File: config.mk
export PLATFORM = sky130hd
export DESIGN_NAME = multdiv_seq
export DESIGN_NICKNAME = d
export VERILOG_FILES = /design/src/rtl/multdiv_seq_pkg.sv /design/src/rtl/md_addsub_33.sv /design/src/rtl/multdiv_seq.sv
export SDC_FILE = /design/constraint.sdc
export NUM_CORES = 1
export LEC_CHECK = 0
export CORE_AREA = 2 2 171 173
export DETAILED_ROUTE_END_ITERATION = 10
export DIE_AREA = 0 0 173 175
export PLACE_DENSITY = 0.73
export SYNTH_ARGS = -nofsm -noshare
export SYNTH_HDL_FRONTEND = slang
export SYNTH_SLANG_ARGS = --single-unit
File: constraint.sdc
create_clock -name clock -period 11.6 [get_ports clock]
set_input_delay 1.74 -clock clock [delete_from_list [all_inputs] [get_ports clock]]
set_output_delay 1.74 -clock clock [all_outputs]
set_load 0.01 [all_outputs]
File: src/rtl/multdiv_seq_pkg.sv
// Shared definitions for the sequential multiplier/divider,
// its exception encoder and the decode stage.
package multdiv_seq_pkg;

    typedef enum logic [1:0] {
        ST_IDLE = 2'd0,
        ST_MUL  = 2'd1,
        ST_DIV  = 2'd2,
        ST_DONE = 2'd3
    } md_state_e;

    localparam int ITER_COUNT = 32;

    localparam logic [4:0] ALU_OP_MUL = 5'b00110;
    localparam logic [4:0] ALU_OP_DIV = 5'b00111;

    localparam logic [2:0] EXC_MUL = 3'd4;
    localparam logic [2:0] EXC_DIV = 3'd5;

endpackage

File: src/rtl/md_addsub_33.sv
// Add/subtract shared by the Booth step and the
// restoring-division trial subtraction.
module md_addsub_33 #(
    parameter int W = 33
) (
    input  logic [W-1:0] a_i,
    input  logic [W-1:0] b_i,
    input  logic         sub_i,
    output logic [W-1:0] sum_o
);

    assign sum_o = sub_i ? (a_i - b_i) : (a_i + b_i);

endmodule

File: src/rtl/multdiv_seq.sv
// Sequential signed multiplier (radix-2 Booth) and
// restoring divider with one-cycle ready strobe.
module multdiv_seq
    import multdiv_seq_pkg::*;
#(
    parameter int WIDTH = 32,
    parameter int CNT_W = 6
) (
    input  logic             clock,
    input  logic             reset_n,
    input  logic [WIDTH-1:0] data_operandA,
    input  logic [WIDTH-1:0] data_operandB,
    input  logic             ctrl_MULT,
    input  logic             ctrl_DIV,
    output logic [WIDTH-1:0] data_result,
    output logic             data_exception,
    output logic             data_resultRDY,
    output logic             busy
);

    md_state_e state_q, state_d;

    logic [CNT_W-1:0] cnt_q, cnt_d;
    logic [WIDTH-1:0] hi_q, hi_d;
    logic [WIDTH-1:0] lo_q, lo_d;
    logic [WIDTH-1:0] m_q, m_d;
    logic [WIDTH-1:0] res_q, res_d;
    logic             q1_q, q1_d;
    logic             neg_q, neg_d;
    logic             dbz_q, dbz_d;
    logic             ovf_q, ovf_d;
    logic             exc_q, exc_d;

    logic             start;
    logic             cnt_done;
    logic             booth_act;
    logic [WIDTH:0]   add_a, add_b, add_s;
    logic [WIDTH:0]   booth_s;
    logic             add_sub;
    logic [WIDTH-1:0] a_mag, b_mag;
    logic [WIDTH:0]   p_top;

    assign start     = ctrl_MULT | ctrl_DIV;
    assign cnt_done  = (cnt_q == CNT_W'(ITER_COUNT));
    assign booth_act = lo_q[0] ^ q1_q;
    assign booth_s   = booth_act ? add_s : add_a;
    assign p_top     = {hi_q, lo_q[WIDTH-1]};

    // 0x80000000 maps to itself, read as unsigned 2^31
    assign a_mag = data_operandA[WIDTH-1] ?
                   (~data_operandA + 1'b1) : data_operandA;
    assign b_mag = data_operandB[WIDTH-1] ?
                   (~data_operandB + 1'b1) : data_operandB;

    always_comb begin
        add_a   = {hi_q[WIDTH-1], hi_q};
        add_b   = {m_q[WIDTH-1], m_q};
        add_sub = lo_q[0] & ~q1_q;
        if (state_q == ST_DIV) begin
            add_a   = {hi_q, lo_q[WIDTH-1]};
            add_b   = {1'b0, m_q};
            add_sub = 1'b1;
        end
    end

    md_addsub_33 #(
        .W(WIDTH + 1)
    ) u_addsub (
        .a_i  (add_a),
        .b_i  (add_b),
        .sub_i(add_sub),
        .sum_o(add_s)
    );

    always_ff @(posedge clock or negedge reset_n) begin
        if (!reset_n) begin
            state_q <= ST_IDLE;
        end else begin
            state_q <= state_d;
        end
    end

    always_comb begin
        state_d = state_q;
        if (ctrl_MULT) begin
            state_d = ST_MUL;
        end else if (ctrl_DIV) begin
            state_d = ST_DIV;
        end else begin
            unique case (state_q)
                ST_IDLE: state_d = ST_IDLE;
                ST_MUL:  if (cnt_done) state_d = ST_DONE;
                ST_DIV:  if (dbz_q || cnt_done) state_d = ST_DONE;
                ST_DONE: state_d = ST_IDLE;
                default: state_d = ST_IDLE;
            endcase
        end
    end

    always_comb begin
        data_resultRDY = (state_q == ST_DONE);
        busy           = (state_q == ST_MUL) || (state_q == ST_DIV);
        data_result    = res_q;
        data_exception = exc_q;
    end

    always_comb begin
        cnt_d = cnt_q;
        hi_d  = hi_q;
        lo_d  = lo_q;
        m_d   = m_q;
        res_d = res_q;
        q1_d  = q1_q;
        neg_d = neg_q;
        dbz_d = dbz_q;
        ovf_d = ovf_q;
        exc_d = exc_q;
        if (start) begin
            cnt_d = '0;
            hi_d  = '0;
            q1_d  = 1'b0;
            res_d = '0;
            exc_d = 1'b0;
            neg_d = data_operandA[WIDTH-1] ^ data_operandB[WIDTH-1];
            dbz_d = (data_operandB == '0);
            ovf_d = (data_operandA == {1'b1, {(WIDTH-1){1'b0}}}) &&
                    (&data_operandB);
            if (ctrl_MULT) begin
                lo_d = data_operandB;
                m_d  = data_operandA;
            end else begin
                lo_d = a_mag;
                m_d  = b_mag;
            end
        end else begin
            unique case (state_q)
                ST_MUL: begin
                    if (!cnt_done) begin
                        hi_d  = booth_s[WIDTH:1];
                        lo_d  = {booth_s[0], lo_q[WIDTH-1:1]};
                        q1_d  = lo_q[0];
                        cnt_d = cnt_q + 1'b1;
                    end else begin
                        res_d = lo_q;
                        exc_d = ~((&p_top) | ~(|p_top));
                    end
                end
                ST_DIV: begin
                    if (dbz_q) begin
                        res_d = '0;
                        exc_d = 1'b1;
                    end else if (!cnt_done) begin
                        if (!add_s[WIDTH]) begin
                            hi_d = add_s[WIDTH-1:0];
                            lo_d = {lo_q[WIDTH-2:0], 1'b1};
                        end else begin
                            hi_d = add_a[WIDTH-1:0];
                            lo_d = {lo_q[WIDTH-2:0], 1'b0};
                        end
                        cnt_d = cnt_q + 1'b1;
                    end else begin
                        res_d = neg_q ? (~lo_q + 1'b1) : lo_q;
                        exc_d = ovf_q;
                    end
                end
                default: ;
            endcase
        end
    end

    always_ff @(posedge clock or negedge reset_n) begin
        if (!reset_n) begin
            cnt_q <= '0;
            hi_q  <= '0;
            lo_q  <= '0;
            m_q   <= '0;
            res_q <= '0;
            q1_q  <= 1'b0;
            neg_q <= 1'b0;
            dbz_q <= 1'b0;
            ovf_q <= 1'b0;
            exc_q <= 1'b0;
        end else begin
            cnt_q <= cnt_d;
            hi_q  <= hi_d;
            lo_q  <= lo_d;
            m_q   <= m_d;
            res_q <= res_d;
            q1_q  <= q1_d;
            neg_q <= neg_d;
            dbz_q <= dbz_d;
            ovf_q <= ovf_d;
            exc_q <= exc_d;
        end
    end

endmodule

==> impl_metrics.env <==
export IMPL_syn_inst=1631
export IMPL_critPathLaunchType="flip-flop"
export IMPL_syn_to_final_growth_pct=14.5
export IMPL_io_buffers=102
export IMPL_yosysTopAreaCellShare_pct=28.1
export IMPL_clkSinkCount=141
export IMPL_r2r_slack_ps=5440
export IMPL_syn_avg_cell_area_um2=7.71
export IMPL_die_area_um2=30300
export IMPL_maxCapViolCount=0
export IMPL_vias=12800
export IMPL_synth_edff_count=0
export IMPL_clk_insertion_delay_late_ps=450
export IMPL_root_buffer="clkbuf_16"
export IMPL_worstMarginPinSlew_ps=1100
export IMPL_grt_ovfl_total=0
export IMPL_yosysMostFrequentCell="nand2_1"
export IMPL_r2r_start="m_q[10]"
export IMPL_numCtsBuffers=17
export IMPL_num_rows=62
export IMPL_yosys_register_bits=141
export IMPL_drt_pass1_iter_count=8
export IMPL_core_area_um2=28400
export IMPL_critPathRequiredTime_ps=11960
export IMPL_power_density_nw_per_um2=150
export IMPL_crit_arrival_ps=6510
export IMPL_netlist_area_um2=12600
export IMPL_async_flop_share_pct=100
export IMPL_synth_distinct_cells=74
export IMPL_fill_cells=2737
export IMPL_post_route_drc_count=0
export IMPL_antenna_left=0
export IMPL_grt_pass1_vias=11900
export IMPL_critPathLaunch="m_q[10]"
export IMPL_status="complete, no violations"
export IMPL_final_max_slew_viol_count=0
export IMPL_synth_commonest_cells="229 x nand2_1, 184 x o21ai_0, 141 x dfrtp_1"
export IMPL_die_height_um=175
export IMPL_critPathMaxFanout=25
export IMPL_grt_max_degree=86
export IMPL_path_class="reg2reg"
export IMPL_synth_seq_area_share_pct=28.1
export IMPL_path_clk_slew_ps=80
export IMPL_start_util_pct=44.3
export IMPL_grt_util_all_layers_pct=27.2
export IMPL_vias_per_cell=6.25
export IMPL_antennaDiodeCount=0
export IMPL_leakagePower_nw=5.86
export IMPL_worstSetupEndpointType="flip-flop"
export IMPL_cts_max_path_buffers=2
export IMPL_io_pins=103
export IMPL_antenna_found_initial=1
export IMPL_dpl_hpwl_um=29600
export IMPL_grt_pass1_wl_um=66200
export IMPL_pre_cts_slack_ps=5640
export IMPL_fin_cells=2056
export IMPL_ir_drop_v=0.000106
export IMPL_h_tree_depth=4
export IMPL_yosysTopAreaCell="dfrtp_1"
export IMPL_period_minus_slack_ps=6160
export IMPL_post_cts_resized=0
export IMPL_finalSetupViolCount=0
export IMPL_hold_class="reg2reg"
export IMPL_layout_drive_gt1_share_pct=6.94
export IMPL_holdWs_ps=480
export IMPL_cts_tree="done"
export IMPL_postCtsHoldBufs=0
export IMPL_layout_setup_ws_ps=5440
export IMPL_drt_iter0_drc=1573
export IMPL_synth_nets=1744
export IMPL_avgRoutedWirePerCell_um=20.3
export IMPL_place_congestion=0.928
export IMPL_finalNetCount=1772
export IMPL_yosysWarnings=0
export IMPL_timing_final_hold_violations=0
export IMPL_synth_area_leaders="dfrtp_1 28%, o21ai_0 7.3%, nand2_1 6.8%"
export IMPL_rsz0062_at_grt="false"
export IMPL_wl_um=41700
export IMPL_timing_fmax_mhz=162
export IMPL_timing_slew_headroom_pct=26.6
export IMPL_fin_crit_sh_pct=53.1
export IMPL_min_from="data_result[5]"
export IMPL_post_cts_repair_setup_buffers=0
export IMPL_place_inst=2024
export IMPL_fin_skew_ps=15.4
export IMPL_die_w_um=173
export IMPL_synth_ff_type="dfrtp_1"
export IMPL_fin_tns_setup_ps=0
cells by family (layout without fill, tap and decap cells):
logic type / Yosys count / after routing / synth area share (%)
buffers and inverters: 143 / 184 / 4.41
AND/OR/NAND/NOR: 565 / 565 / 20.7
AO/OA/AOI/OAI: 532 / 532 / 26.6
flip-flops: 141 / 141 / 28.1
XOR/XNOR: 125 / 125 / 9.01
multiplexers: 80 / 80 / 6.73
adder cells (fa/ha/maj): 45 / 45 / 4.54
registers in the layout, indices dropped and copies added (netlist names):
| name | flops |
|---|---|
| hi_q | 32 |
| dbz_q | 1 |
| cnt_q | 6 |
| lo_q | 32 |
| data_exception | 1 |
| data_result | 32 |
| state_q | 2 |
| m_q | 32 |
| q1_q | 1 |
| neg_q | 1 |
| ovf_q | 1 |
final timing paths:
check,end,cells after the start
max,hi_q[31],18
min,data_result[5],2
max reg2reg,hi_q[31],18
min reg2reg,data_result[5],2
max in group asynchronous,lo_q[24],2
min in group asynchronous,hi_q[23],1
final cells by class:
| cell class | count | area (um2) | share of cell area (%) |
|---|---|---|---|
| clock inverters | 15 | 168 | 1.16 |
| clock buffers | 17 | 425 | 2.95 |
| well taps | 384 | 480 | 3.34 |
| multi-input cells | 1347 | 8530 | 59.2 |
| flip-flops and latches | 141 | 3530 | 24.5 |
| repair buffers | 119 | 1140 | 7.94 |
| inverters | 33 | 124 | 0.860 |
cell usage in the layout, fill, tap and decap left out, types with 7 or more instances in the layout:
| cell type | n |
|---|---|
| or4_1 | 10 |
| buf_4 | 18 |
| o21ai_0 | 184 |
| a31oi_1 | 8 |
| a21o_1 | 10 |
| xor2_1 | 86 |
| nand2b_1 | 12 |
| or2_2 | 9 |
| xnor2_1 | 37 |
| and2_1 | 8 |
| o211ai_1 | 10 |
| nor2b_1 | 21 |
| nor2_1 | 130 |
| clkdlybuf4s50_1 | 99 |
| nand3_1 | 15 |
| o21a_1 | 9 |
| mux2i_1 | 44 |
| inv_1 | 32 |
| nor4_1 | 20 |
| clkbuf_16 | 17 |
| nand2_1 | 229 |
| nand4_1 | 26 |
| o31ai_1 | 35 |
| ha_1 | 43 |
| dfrtp_1 | 141 |
| or3_1 | 28 |
| nor3_1 | 37 |
| o41ai_1 | 11 |
| a21oi_1 | 116 |
| o21ai_1 | 18 |
| a22oi_1 | 31 |
| mux2_2 | 36 |
| and3_1 | 7 |
| a211oi_1 | 37 |
where the power goes:
part | internal [mW] | switching [mW]
registers | 0.547 | 0.0974
clock network | 0.307 | 0.262
logic | 0.371 | 0.574
total | 1.22 | 0.933
worst max-delay path, cell delays in order (launching register included):
cell	delay (ps)
dfrtp_1	420
or3_1	420
nor4_1	640
nand4_1	320
nor2_1	210
nand2_1	130
nor2_1	190
a21oi_1	110
xnor2_1	140
ha_1	230
or4_1	530
a21o_1	170
nand3_1	100
nand2b_1	100
o221ai_4	230
xor2_4	630
xor2_4	930
mux2_2	420
o22ai_1	140
routing by layer:
metal	routed length (um)	vias up	track usage [%]	share of wire, %
met2	18600	627	42.8	45
met1	18500	6172	38.8	44
met3	3730	62	4.70	8.9
li1	-	5980	-	-
met5	0	-	0	0
met4	852	0	6.81	2.0
through the flow:
step | power (mW) | cell area [um2] | utilization (%)
after floorplan | 1.28 | 12600 | -
after global placement | 1.55 | 13800 | 48.6
after detailed placement | 1.57 | 13800 | 48.6
after CTS | 2.14 | 14400 | 50.7
after global routing | 2.27 | 14400 | 50.7
final | 2.16 | 14400 | 50.7
(Power assumes the default switching activity.)
